**src/rtl/sys_bridge_arb.sv**
```systemverilog
// sys_bridge_arb: two-master (CPU, loader) to three-device bridge with
// round-robin arbitration, address decode, access checking and a fixed
// three-phase IDLE -> ACCESS -> RESP transaction.
// Optional feature macro: BRIDGE_TC1_EN enables the timer1 window; without it
// the timer1 window decodes as a miss and tc1_sel stays low.
module sys_bridge_arb #(
   parameter logic [31:0] DM_TOP   = 32'h0000_2fff,
   parameter logic [31:0] TC0_BASE = 32'h0000_7f00,
   parameter logic [31:0] TC1_BASE = 32'h0000_7f10
) (
   input  logic        clk,
   input  logic        reset,
   input  logic        m0_req,
   input  logic        m0_we,
   input  logic [31:0] m0_addr,
   input  logic [31:0] m0_wdata,
   input  logic [3:0]  m0_be,
   output logic        m0_gnt,
   output logic        m0_rvalid,
   output logic [31:0] m0_rdata,
   output logic        m0_err,
   input  logic        m1_req,
   input  logic        m1_we,
   input  logic [31:0] m1_addr,
   input  logic [31:0] m1_wdata,
   input  logic [3:0]  m1_be,
   output logic        m1_gnt,
   output logic        m1_rvalid,
   output logic [31:0] m1_rdata,
   output logic        m1_err,
   output logic        dm_sel,
   output logic        tc0_sel,
   output logic        tc1_sel,
   output logic        dev_we,
   output logic [31:0] dev_addr,
   output logic [31:0] dev_wdata,
   output logic [3:0]  dev_be,
   input  logic [31:0] dm_rdata,
   input  logic [31:0] tc0_rdata,
   input  logic [31:0] tc1_rdata
);

   typedef enum logic [1:0] {IDLE, ACCESS, RESP} state_t;
   typedef enum logic [1:0] {TGT_NONE, TGT_DM, TGT_TC0, TGT_TC1} tgt_t;

   state_t      state_q, state_d;
   tgt_t        tgt_q, tgt_d, dec_tgt;
   logic        ptr_q, ptr_d;
   logic        owner_q, owner_d;
   logic        err_q, err_d;
   logic        dev_we_q, dev_we_d;
   logic [31:0] dev_addr_q, dev_addr_d;
   logic [31:0] dev_wdata_q, dev_wdata_d;
   logic [3:0]  dev_be_q, dev_be_d;
   logic        dm_sel_q, dm_sel_d;
   logic        tc0_sel_q, tc0_sel_d;
   logic        tc1_sel_q, tc1_sel_d;
   logic        m0_rvalid_q, m0_rvalid_d;
   logic        m1_rvalid_q, m1_rvalid_d;

   logic        grant_m0, grant_m1, can_grant;
   logic        sel_we;
   logic [31:0] sel_addr, sel_wdata;
   logic [3:0]  sel_be;
   logic        in_dm, in_tc0, in_tc1, is_timer;
   logic        misalign, timer_be_bad, count_wr, acc_err;
   logic [31:0] off0;
   logic [31:0] resp_rdata;

   // A lone requester always wins; on a tie the pointer decides.
   assign grant_m0  = m0_req && (!m1_req || !ptr_q);
   assign grant_m1  = m1_req && (!m0_req ||  ptr_q);
   assign can_grant = reset && (state_q == IDLE);
   assign m0_gnt    = can_grant && grant_m0;
   assign m1_gnt    = can_grant && grant_m1;

   assign sel_we    = grant_m1 ? m1_we    : m0_we;
   assign sel_addr  = grant_m1 ? m1_addr  : m0_addr;
   assign sel_wdata = grant_m1 ? m1_wdata : m0_wdata;
   assign sel_be    = grant_m1 ? m1_be    : m0_be;

   assign off0   = sel_addr - TC0_BASE;
   assign in_dm  = (sel_addr <= DM_TOP);
   assign in_tc0 = (sel_addr >= TC0_BASE) && (sel_addr <= TC0_BASE + 32'd11);

`ifdef BRIDGE_TC1_EN
   logic [31:0] off1;
   assign off1     = sel_addr - TC1_BASE;
   assign in_tc1   = (sel_addr >= TC1_BASE) && (sel_addr <= TC1_BASE + 32'd11);
   assign count_wr = sel_we && ((in_tc0 && (off0 >= 32'd8)) || (in_tc1 && (off1 >= 32'd8)));
   assign tc1_sel  = tc1_sel_q;
`else
   logic unused_tc1;
   assign in_tc1     = 1'b0;
   assign count_wr   = sel_we && in_tc0 && (off0 >= 32'd8);
   assign tc1_sel    = 1'b0;
   assign unused_tc1 = ^{tc1_rdata, TC1_BASE, tc1_sel_q};
`endif

   assign is_timer     = in_tc0 || in_tc1;
   assign misalign     = ((sel_be == 4'hF) && (sel_addr[1:0] != 2'b00)) ||
                         (((sel_be == 4'h3) || (sel_be == 4'hC)) && sel_addr[0]);
   assign timer_be_bad = is_timer && (sel_be != 4'hF);
   assign acc_err      = !(in_dm || is_timer) || misalign || timer_be_bad || count_wr;

   // Decode the selected master's address into a device target.
   always_comb begin
      dec_tgt = TGT_NONE;
      if (in_dm)       dec_tgt = TGT_DM;
      else if (in_tc0) dec_tgt = TGT_TC0;
      else if (in_tc1) dec_tgt = TGT_TC1;
   end

   // Next-state logic: latch at grant, strobe in ACCESS, complete in RESP.
   always_comb begin
      state_d     = state_q;
      tgt_d       = tgt_q;
      ptr_d       = ptr_q;
      owner_d     = owner_q;
      err_d       = err_q;
      dev_we_d    = dev_we_q;
      dev_addr_d  = dev_addr_q;
      dev_wdata_d = dev_wdata_q;
      dev_be_d    = dev_be_q;
      dm_sel_d    = 1'b0;
      tc0_sel_d   = 1'b0;
      tc1_sel_d   = 1'b0;
      m0_rvalid_d = 1'b0;
      m1_rvalid_d = 1'b0;
      case (state_q)
         IDLE: begin
            if (m0_req || m1_req) begin
               state_d     = ACCESS;
               owner_d     = grant_m1;
               ptr_d       = !grant_m1;
               err_d       = acc_err;
               tgt_d       = acc_err ? TGT_NONE : dec_tgt;
               dev_we_d    = sel_we;
               dev_addr_d  = sel_addr;
               dev_wdata_d = sel_wdata;
               dev_be_d    = sel_be;
               dm_sel_d    = !acc_err && (dec_tgt == TGT_DM);
               tc0_sel_d   = !acc_err && (dec_tgt == TGT_TC0);
               tc1_sel_d   = !acc_err && (dec_tgt == TGT_TC1);
            end
         end
         ACCESS: begin
            state_d     = RESP;
            m0_rvalid_d = !owner_q;
            m1_rvalid_d = owner_q;
         end
         RESP:    state_d = IDLE;
         default: state_d = IDLE;
      endcase
   end

   // State and registered outputs; reset aborts any transaction in flight.
   always_ff @(posedge clk or negedge reset) begin
      if (!reset) begin
         state_q     <= IDLE;
         tgt_q       <= TGT_NONE;
         ptr_q       <= 1'b0;
         owner_q     <= 1'b0;
         err_q       <= 1'b0;
         dev_we_q    <= 1'b0;
         dev_addr_q  <= 32'd0;
         dev_wdata_q <= 32'd0;
         dev_be_q    <= 4'd0;
         dm_sel_q    <= 1'b0;
         tc0_sel_q   <= 1'b0;
         tc1_sel_q   <= 1'b0;
         m0_rvalid_q <= 1'b0;
         m1_rvalid_q <= 1'b0;
      end else begin
         state_q     <= state_d;
         tgt_q       <= tgt_d;
         ptr_q       <= ptr_d;
         owner_q     <= owner_d;
         err_q       <= err_d;
         dev_we_q    <= dev_we_d;
         dev_addr_q  <= dev_addr_d;
         dev_wdata_q <= dev_wdata_d;
         dev_be_q    <= dev_be_d;
         dm_sel_q    <= dm_sel_d;
         tc0_sel_q   <= tc0_sel_d;
         tc1_sel_q   <= tc1_sel_d;
         m0_rvalid_q <= m0_rvalid_d;
         m1_rvalid_q <= m1_rvalid_d;
      end
   end

   // Device read data arrives the cycle after the strobe, i.e. during RESP.
   always_comb begin
      resp_rdata = 32'd0;
      if (!dev_we_q && !err_q) begin
         case (tgt_q)
            TGT_DM:  resp_rdata = dm_rdata;
            TGT_TC0: resp_rdata = tc0_rdata;
`ifdef BRIDGE_TC1_EN
            TGT_TC1: resp_rdata = tc1_rdata;
`endif
            default: resp_rdata = 32'd0;
         endcase
      end
   end

   assign m0_rvalid = m0_rvalid_q;
   assign m1_rvalid = m1_rvalid_q;
   assign m0_err    = m0_rvalid_q && err_q;
   assign m1_err    = m1_rvalid_q && err_q;
   assign m0_rdata  = m0_rvalid_q ? resp_rdata : 32'd0;
   assign m1_rdata  = m1_rvalid_q ? resp_rdata : 32'd0;
   assign dm_sel    = dm_sel_q;
   assign tc0_sel   = tc0_sel_q;
   assign dev_we    = dev_we_q;
   assign dev_addr  = dev_addr_q;
   assign dev_wdata = dev_wdata_q;
   assign dev_be    = dev_be_q;

endmodule

```
**config.mk**
```make
export PLATFORM = sky130hd
export DESIGN_NAME = sys_bridge_arb
export DESIGN_NICKNAME = d
export VERILOG_FILES = /design/src/rtl/sys_bridge_arb.sv
export SDC_FILE = /design/constraint.sdc
export NUM_CORES = 1
export LEC_CHECK = 0
export CAP_MARGIN = 10
export CORE_AREA = 2 2 149 151
export CTS_CLUSTER_DIAMETER = 80
export DETAILED_ROUTE_END_ITERATION = 8
export DIE_AREA = 0 0 151 153
export GPL_TIMING_DRIVEN = 0
export PLACE_DENSITY = 0.66
export RECOVER_POWER = 100
export SLEW_MARGIN = 0
export SYNTH_ARGS = -nofsm -noshare
export SYNTH_HDL_FRONTEND = slang
export SYNTH_SLANG_ARGS = --single-unit
export TNS_END_PERCENT = 20
```
**constraint.sdc**
```tcl
create_clock -name clk -period 2.3 [get_ports clk]
set_input_delay 0.46 -clock clk [delete_from_list [all_inputs] [get_ports clk]]
set_output_delay 0.46 -clock clk [all_outputs]
set_load 0.02 [all_outputs]
```
==> summary.md <==
| Metric | Value |
|---|---|
| Most frequent cells in the layout | 190 x clkdlybuf4s50_1, 83 x nand2_1, 80 x dfrtp_1 |
| Post-route minimum period | 2370 ps |
| Nature of the critical path endpoint | primary output |
| Iteration-0 DRC count of the detailed router | 398 |
| Worst Setup SP | tgt_q[0] |
| IO buf count | 345 |
| Synth Flop Type | dfrtp_1 |
| Data arrival, critical path | 1910 ps |
| Pre-antenna DRT Iters | 7 |
| Most common cell after layout, fill and taps aside | clkdlybuf4s50_1 |
| DR WL/cell | 19.8 um |
| IO Pins | 380 |
| Synth unique cells | 56 |
| Fin. max-slew vios | 0 |
| Final Hold Fails | 0 |
| Final Wtd Congestion | 0.919 |
| First-pass GRT wire length | 34.6 mm |
| Die H | 153 um |
| Worst slew pin tran | 657 ps |
| Async set-reset flop share out of synthesis | 1.00 |
| TritonCTS Sinks | 80 |
| Post-DP HPWL | 18.8 mm |
| TritonCTS buffer count | 9 |
| Initial antenna violation count | 3 |
| TritonCTS clock tree | built |
| Syn. warnings | 0 |
| CTS Buffer Depth | 2 |
| Global route overflow | 0 |
| Failing checks | negative setup slack |
| Final Routed Wirelength | 24.1 mm |
| Die area | 0.0231 sq mm |
| Status | finished, violations left |
| Clk slew on worst S/H paths | 60 ps |
| Area growth, synth to finish | 103% |
| CP Max Fanout | 10 |
| Vias in the first global route | 5951 |
| Worst R2R Start | ptr_q |
| Via count of the routed design | 6009 |
| Worst VDD drop | 529 uV |
| Cell Rows | 54 |
| Post-Route Utilization | 0.435 |
| Non-filler cells, final | 1218 |
| Core area | 0.0215 sq mm |
| Smallest hold slack | 52.9 ps |
| Leakage | 0.00387 uW |
| Max Cap Viol | 0 |
| # placed instances | 1191 |
| Yosys reg bits | 80 |
| Pwr/cell area | 901 mW/mm^2 |
| Initial Util | 0.214 |
| Final WS setup | -72.6 ps |
| Drc violations | 0 |
| Final Setup Violations | 57 |
| F_max | 421 MHz |
| Sequential-to-total area share from yosys stat | 0.435 |
| Final worst-path cycle share | 1.03 |
| Avg Cell Area, Syn | 8.15 sq um |
| Cells after Synth | 565 |
| CP startpoint kind | register |
| Final ANT Viol Nets | 0 |
| CTS Root Buffer Type | clkbuf_16 |
| Via density | 4.93 |
| WS Path Type | register to primary output |
| Nets@finish | 1170 |
| CTS Hold Buffers Added | 0 |
| Hold WC Path Type | primary input to async pin |
| GRT Util Overall | 0.197 |
| H-tree depth | 3 |
| Layout filler cell count | 2130 |
| Die W | 151 um |
| Clock skew | 6.13 ps |
| RSZ-0062 raised after global routing | true |
| Mapped cell area | 0.00460 sq mm |
| Clock latency on the worst-skew pair | 350 ps |
| Placement Setup Slack | -1440 ps |
| Largest net degree at the start of global routing | 55 |
| Share of cells above drive strength 1 | 0.213 |
| Final TNS setup | -1800 ps |
| EDFF count, synth | 0 |
| Max-slew headroom at the worst pin | 0.559 |
| Synthesized Nets | 805 |
| Required @ worst endpoint | 1840 ps |
[stage by stage]
| step | cell area (sq um) | total power (uW) |
|---|---|---|
| after floorplan | 4600 | 4560 |
| after global placement | 8410 | 6850 |
| after detailed placement | 8430 | 6890 |
| after CTS | 8900 | 8740 |
| after global routing | 9340 | 8960 |
| final | 9340 | 8420 |
[critical path, stage by stage (launching register included)]
cell and delay [ps]:
dfrtp_1 390, inv_2 80, ha_4 200, nor3_4 280, nand2_4 170, buf_8 170
nor2_1 110, buf_4 160
[state kept, by name, indices dropped and copies added, names as in the netlist]
signal     cells
dev_addr      32
dev_be         4
dev_wdata     32
dev_we         1
dm_sel         1
err_q          1
m0_rvalid      1
m1_rvalid      1
owner_q        1
ptr_q          1
state_q        2
tc0_sel        1
tgt_q          2
[kinds of logic (layout without fill, tap and decap cells)]
kind of cell | after synthesis | in the layout | synth area share
multiplexers | 5 | 5 | 0.0109
AO/OA/AOI/OAI | 138 | 138 | 0.232
adder cells (fa/ha/maj) | 2 | 2 | 0.00544
flip-flops | 80 | 80 | 0.435
AND/OR/NAND/NOR | 258 | 258 | 0.246
XOR/XNOR | 2 | 2 | 0.00381
other | 1 | 4 | 0.000815
buffers and inverters | 79 | 449 | 0.0661
[routing by layer]
layer / vias up / routed length, um / global-route usage
met4: 0 / 762 / 0.0823
li1: 2769 / - / -
met2: 313 / 12100 / 0.342
met3: 43 / 2130 / 0.0507
met5: - / 0 / 0
met1: 2884 / 9150 / 0.229
[area by class of cell]
| cell class | count | area, sq um | share of cell area |
|---|---|---|---|
| clock inverters | 6 | 115 | 0.0123 |
| diodes | 3 | 7.51 | 0.000804 |
| clock buffers | 10 | 239 | 0.0256 |
| flip-flops and latches | 80 | 2000 | 0.214 |
| multi-input cells | 406 | 2690 | 0.288 |
| inverters | 36 | 135 | 0.0145 |
| plain buffers | 40 | 275 | 0.0295 |
| repair buffers | 357 | 3520 | 0.377 |
| well taps | 280 | 350 | 0.0375 |
[path summary, 6_finish.rpt]
check	to	slack [ps]	cells past startpoint
worst max-delay path	m0_rdata[11]	-70	7
worst min-delay path	dev_be[3]	50	1
worst max register to register	err_q	-20	7
worst min register to register	m0_rvalid	480	1
max in group asynchronous	dev_wdata[5]	1630	2
min in group clk	dev_addr[17]	460	3
[timing repair]
item	CTS	global route
buffers inserted	7	1
gates resized for setup	410	115
setup endpoints to repair	135	81
pin swaps	16	11
gates cloned	1	2
[power by group]
part	internal, uW	leakage (uW)	switching, uW
registers	2070	0.000951	389
logic	1800	0.00275	2420
clock network	1100	0.000169	636
[Yosys cell counts, types with 3 or more instances]
cell type,instances,area [sq um]
nand2_1,85,319
and2_1,5,31.3
and3_1,3,18.8
mux2i_1,5,50.1
nor4_1,8,50.1
a31oi_1,33,206
a211oi_1,4,30.0
o21a_1,3,22.5
or3_1,6,37.5
nor2_1,116,435
buf_2,3,15.0
a21oi_1,6,30.0
buf_1,5,18.8
inv_1,35,131
nand3_1,4,20.0
a222oi_1,32,320
nand4_1,5,31.3
nor3_1,13,65.1
dfrtp_1,80,2000
clkbuf_1,34,128
a22oi_1,32,240
o21ai_0,7,35.0
No activity file was read; power rests on OpenSTA's default activity.
